$ cat src/rtl/mem_stage.sv
// mem_stage: MIPS memory-access stage with a req/ack data port, a timeout abort and one registered writeback record per instruction
module mem_stage #(
  parameter int TIMEOUT_CYCLES = 16,
  parameter int ADDR_WIDTH = 32
) (
  input  logic                  clk,
  input  logic                  rst_n,
  input  logic                  ex_valid,
  output logic                  ex_ready,
  input  logic [5:0]            ex_opcode,
  input  logic [31:0]           ex_alu_out,
  input  logic [31:0]           ex_store_data,
  input  logic [4:0]            ex_dest,
  input  logic                  ex_wb_en,
  output logic                  mem_req,
  output logic                  mem_we,
  output logic [ADDR_WIDTH-1:0] mem_addr,
  output logic [31:0]           mem_wdata,
  input  logic [31:0]           mem_rdata,
  input  logic                  mem_ack,
  output logic                  wb_valid,
  output logic                  wb_we,
  output logic [4:0]            wb_dest,
  output logic [31:0]           wb_data,
  output logic                  wb_fault
);
  localparam logic [5:0] LW = 6'h23;
  localparam logic [5:0] SW = 6'h2B;
  localparam int CW = $clog2(TIMEOUT_CYCLES + 1);
  typedef enum logic {IDLE, ACCESS} state_t;
  state_t state, state_nx;
  logic [CW-1:0] cnt;
  logic [4:0] dest;
  logic accept, is_mem, misal, start, done, abort;
  assign ex_ready = state == IDLE;
  assign accept = ex_valid && ex_ready;
  assign is_mem = ex_opcode == LW || ex_opcode == SW;
  assign misal = ex_alu_out[1:0] != 2'b00;
  assign start = accept && is_mem && !misal;
  assign done = state == ACCESS && mem_ack;
  assign abort = state == ACCESS && !mem_ack && cnt == CW'(TIMEOUT_CYCLES - 1);
  // state register
  always_ff @(posedge clk)
    state <= !rst_n ? IDLE : state_nx;
  // enter ACCESS on an aligned load/store, leave on ack or timeout
  always_comb begin
    state_nx = state;
    state_nx = start ? ACCESS : (done || abort) ? IDLE : state;
  end
  // memory port, timeout counter and the one-cycle writeback record
  always_ff @(posedge clk) begin
    if (!rst_n) begin
      mem_req <= 1'b0;
      mem_we <= 1'b0;
      mem_addr <= '0;
      mem_wdata <= '0;
      wb_valid <= 1'b0;
      wb_we <= 1'b0;
      wb_fault <= 1'b0;
      wb_dest <= '0;
      wb_data <= '0;
      dest <= '0;
      cnt <= '0;
    end else begin
      wb_valid <= (accept && !start) || done || abort;
      wb_we <= 1'b0;
      wb_fault <= 1'b0;
      if (accept && !start) begin
        wb_dest <= ex_dest;
        wb_data <= ex_alu_out;
        wb_fault <= is_mem;
        wb_we <= !is_mem && ex_wb_en && ex_dest != 5'd0;
      end
      if (start) begin
        mem_req <= 1'b1;
        mem_we <= ex_opcode == SW;
        mem_addr <= ex_alu_out[ADDR_WIDTH-1:0];
        mem_wdata <= ex_store_data;
        dest <= ex_dest;
        cnt <= '0;
      end
      if (state == ACCESS) cnt <= cnt + 1'b1;
      if (done || abort) begin
        mem_req <= 1'b0;
        wb_dest <= dest;
        wb_data <= (done && !mem_we) ? mem_rdata : 32'd0;
        wb_we <= done && !mem_we && dest != 5'd0;
        wb_fault <= abort;
      end
    end
  end
endmodule

$ cat config.mk
export PLATFORM = sky130hd
export DESIGN_NAME = mem_stage
export DESIGN_NICKNAME = d
export VERILOG_FILES = /design/src/rtl/mem_stage.sv
export SDC_FILE = /design/constraint.sdc
export NUM_CORES = 1
export LEC_CHECK = 0
export CORE_MARGIN = 5
export CORE_UTILIZATION = 41
export DETAILED_ROUTE_END_ITERATION = 8
export PLACE_DENSITY = 0.79
export REMOVE_ABC_BUFFERS = 1
export SKIP_LAST_GASP = 1
export SYNTH_ARGS = -nofsm -noshare
export SYNTH_HDL_FRONTEND = slang
export SYNTH_SLANG_ARGS = --single-unit
$ cat constraint.sdc
create_clock -name clk -period 2.5 [get_ports clk]
set_input_delay 0.25 -clock clk [delete_from_list [all_inputs] [get_ports clk]]
set_output_delay 0.25 -clock clk [all_outputs]
set_load 0.03 [all_outputs]
==> key figures <==
Drt
  – Via-per-instance ratio: 5.34
  – DRC viols: 0
  – Total Wirelength: 14.5 mm
  – DR WL/cell: 16.5 um
  – Drt pass-1 iters: 5
  – Starting DRC count in detailed routing: 306
  – Total vias in the final route: 4694
  – Antenna Violating Nets Remaining: 0

Synth
  – Post-synth top area share: 50.6%
  – #FFs+latches synth: 117
  – Number of synthesized flops with an enable pin: 0
  – Synth Cell Area: 4630 um^2
  – Asr flop ratio synth: 0%
  – Ys Warns: 0
  – Unique masters post-synth: 33
  – Synth area leader: dfxtp_1
  – Ranking of synthesized cells by area: dfxtp_1 51%, o21ai_0 7.5%, nand3_1 7.3%
  – Cell count after synthesis: 539
  – Post-synth top flop: dfxtp_1
  – Sequential fraction of the synthesis area: 50.6%
  – Syn avg cell area: 8.60 um^2

STA
  – Worst setup margin: 0.494 ns
  – Setup Viol. Count Final: 0
  – Fin Setup TNS: 0 ns
  – Fmax: 0.499 GHz
  – RSZ-0062 raised after global routing: no
  – Pins Over Slew Limit: 0
  – Final period util: 80.2%
  – Slew headroom: 60.2%
  – Min cycle time layout: 2.01 ns
  – Clk_skew: 0.00947 ns
  – Worst hold slack: 0.379 ns
  – Worst Tran Pin Value: 0.596 ns
  – Hold Fails Final Rpt: 0

Critical path
  – Max FO, Critical Path: 37
  – Critical Path End: wb_data[29]
  – Crit path kind: reg -> reg
  – Reg2reg setup slack: 0.49 ns
  – CP Capture Type: flop
  – R2R Path Start: cnt[0]
  – Crit path from: cnt[0]
  – RR Endpoint: wb_data[29]
  – Startpoint Class: flop
  – CP required: 2.77 ns
  – Reg2Reg Depth: 8
  – Worst endpoint data arrival time: 2.27 ns

Placed design
  – Detailed placement HPWL: 10.2 mm
  – IO buf count: 218
  – Dpl cell area: 6880 um^2
  – GP Congestion: 0.804
  – Dpl ws: 0.514 ns

Floorplanning
  – Die X: 116 um
  – CORE AREA: 10900 um^2
  – DIE AREA: 13500 um^2
  – DIE HEIGHT: 116 um
  – Initial Util: 42.4%
  – # IOs: 219
  – # rows: 38

Clocking
  – CTS Hold Buffers Added: 0
  – Reg clk slew, reported paths: 0.05 ns
  – H-tree Lvls: 4
  – CTS Buf Count: 17
  – Post-CTS setup buffer count: 0
  – Clk buf depth: 2
  – Sink Count: 117
  – CTS-repair resized insts: 0
  – Root Buffer: clkbuf_16
  – TritonCTS clock tree: yes
  – Clock latency on the worst-skew pair: 0.40 ns

GRT
  – Overflow after GRT: 0
  – Vias in the first global route: 4561
  – Largest net degree at the start of global routing: 146
  – Gr usage total: 20.7%
  – Initial antenna violation count: 0
  – First-pass GRT wire length: 22.1 mm

Min path
  – Hold Crit Class: in -> reg

Power
  – Pleak: 2.84 nW
  – Worst vdd ir: 0.000458 V
  – Pwr Density: 641 nW/um^2

Layout
  – Fin area: 7420 um^2
  – Area delta synth->final: 60.2%
  – Most common cell after layout, fill and taps aside: clkdlybuf4s50_1
  – Most frequent cells in the layout: 217 x clkdlybuf4s50_1, 117 x dfxtp_1, 76 x nand2_1, 69 x o21ai_0, 68 x nand3_1
  – Antenna Cells: 0
  – Layout cells sized above 1: 5.82%
  – Fillers: 904
  – Final net count: 844

Outcome
  – Status: finished, final reports clean

Run
  – Max cap viols: 0
[report_power, final]
| part | internal [W] | switching (W) |
|---|---|---|
| clock network | 0.00149 | 0.000757 |
| logic | 0.000295 | 0.000277 |
| registers | 0.00192 | 0.0000266 |
[per-stage QoR]
step / std cells / utilization, % / power, W
global placement: 851 / 62.9 / 0.00254
CTS: 879 / 67.9 / 0.00481
finish: 879 / 67.9 / 0.00476
floorplan: 483 / - / 0.00218
global route: 879 / 67.9 / 0.00494
detailed placement: 851 / 62.9 / 0.00255
[cell families after synthesis]
logic type	Yosys count	synth area share [%]
AOI/OAI and AO/OA	184	24.1
and+or+nand+nor	170	17.1
xor gates and xnor gates	2	0.378
muxes	5	1.08
buffers and inverters	59	6.18
DFF	117	50.6
adders and majority gates	2	0.540
[synthesized netlist by cell type, types with 4 or more instances]
| master | instances |
|---|---|
| o21ai_0 | 69 |
| a22oi_1 | 32 |
| buf_4 | 5 |
| clkbuf_1 | 22 |
| a21oi_1 | 38 |
| nand2_1 | 76 |
| nor2_1 | 6 |
| buf_2 | 19 |
| buf_1 | 7 |
| and3_1 | 6 |
| o31ai_1 | 38 |
| mux2i_1 | 5 |
| nand4_1 | 4 |
| dfxtp_1 | 117 |
| nand3_1 | 68 |
[worst max-delay path: stages, from the launching register on]
cell	delay, ns
dfxtp_1	0.33
ha_1	0.22
and3_1	0.19
ha_1	0.24
nor2_1	0.19
nor2_4	0.04
buf_4	0.26
o31ai_1	0.32
a21oi_1	0.07
[per-layer routing]
metal | track usage, % | share of wire, %
met1 | 23.3 | 40
met2 | 35.9 | 50
met3 | 6.48 | 7.6
met4 | 8.89 | 2.3
met5 | 0 | 0
[sequential cells by signal (all words and copies together), names as in the netlist]
register / flops
cnt: 5
dest: 5
mem_addr: 32
mem_req: 1
mem_wdata: 32
mem_we: 1
state: 1
wb_data: 32
wb_dest: 5
wb_fault: 1
wb_valid: 1
wb_we: 1
[worst min path at each step]
stage | endpoint | depth (start not counted) | slack [ns] | start
floorplan | mem_req | 2 | 0.37 | rst_n
global placement | mem_req | 2 | 0.43 | mem_req
detailed placement | mem_req | 2 | 0.44 | mem_req
CTS | mem_req | 3 | 0.36 | rst_n
global route | wb_data[18] | 3 | 0.41 | rst_n
finish | mem_req | 3 | 0.38 | rst_n
[final cells by class]
class | instances | area (um^2) | share of cell area, %
multi-input combinational | 363 | 2040 | 27.5
inverter | 3 | 11.3 | 0.152
timing repair buffer | 228 | 2300 | 31.1
tap | 140 | 175 | 2.36
sequential | 117 | 2340 | 31.6
clock buffer | 22 | 464 | 6.26
clock inverter | 6 | 80.1 | 1.08
Power figures use the tool's default switching activity.
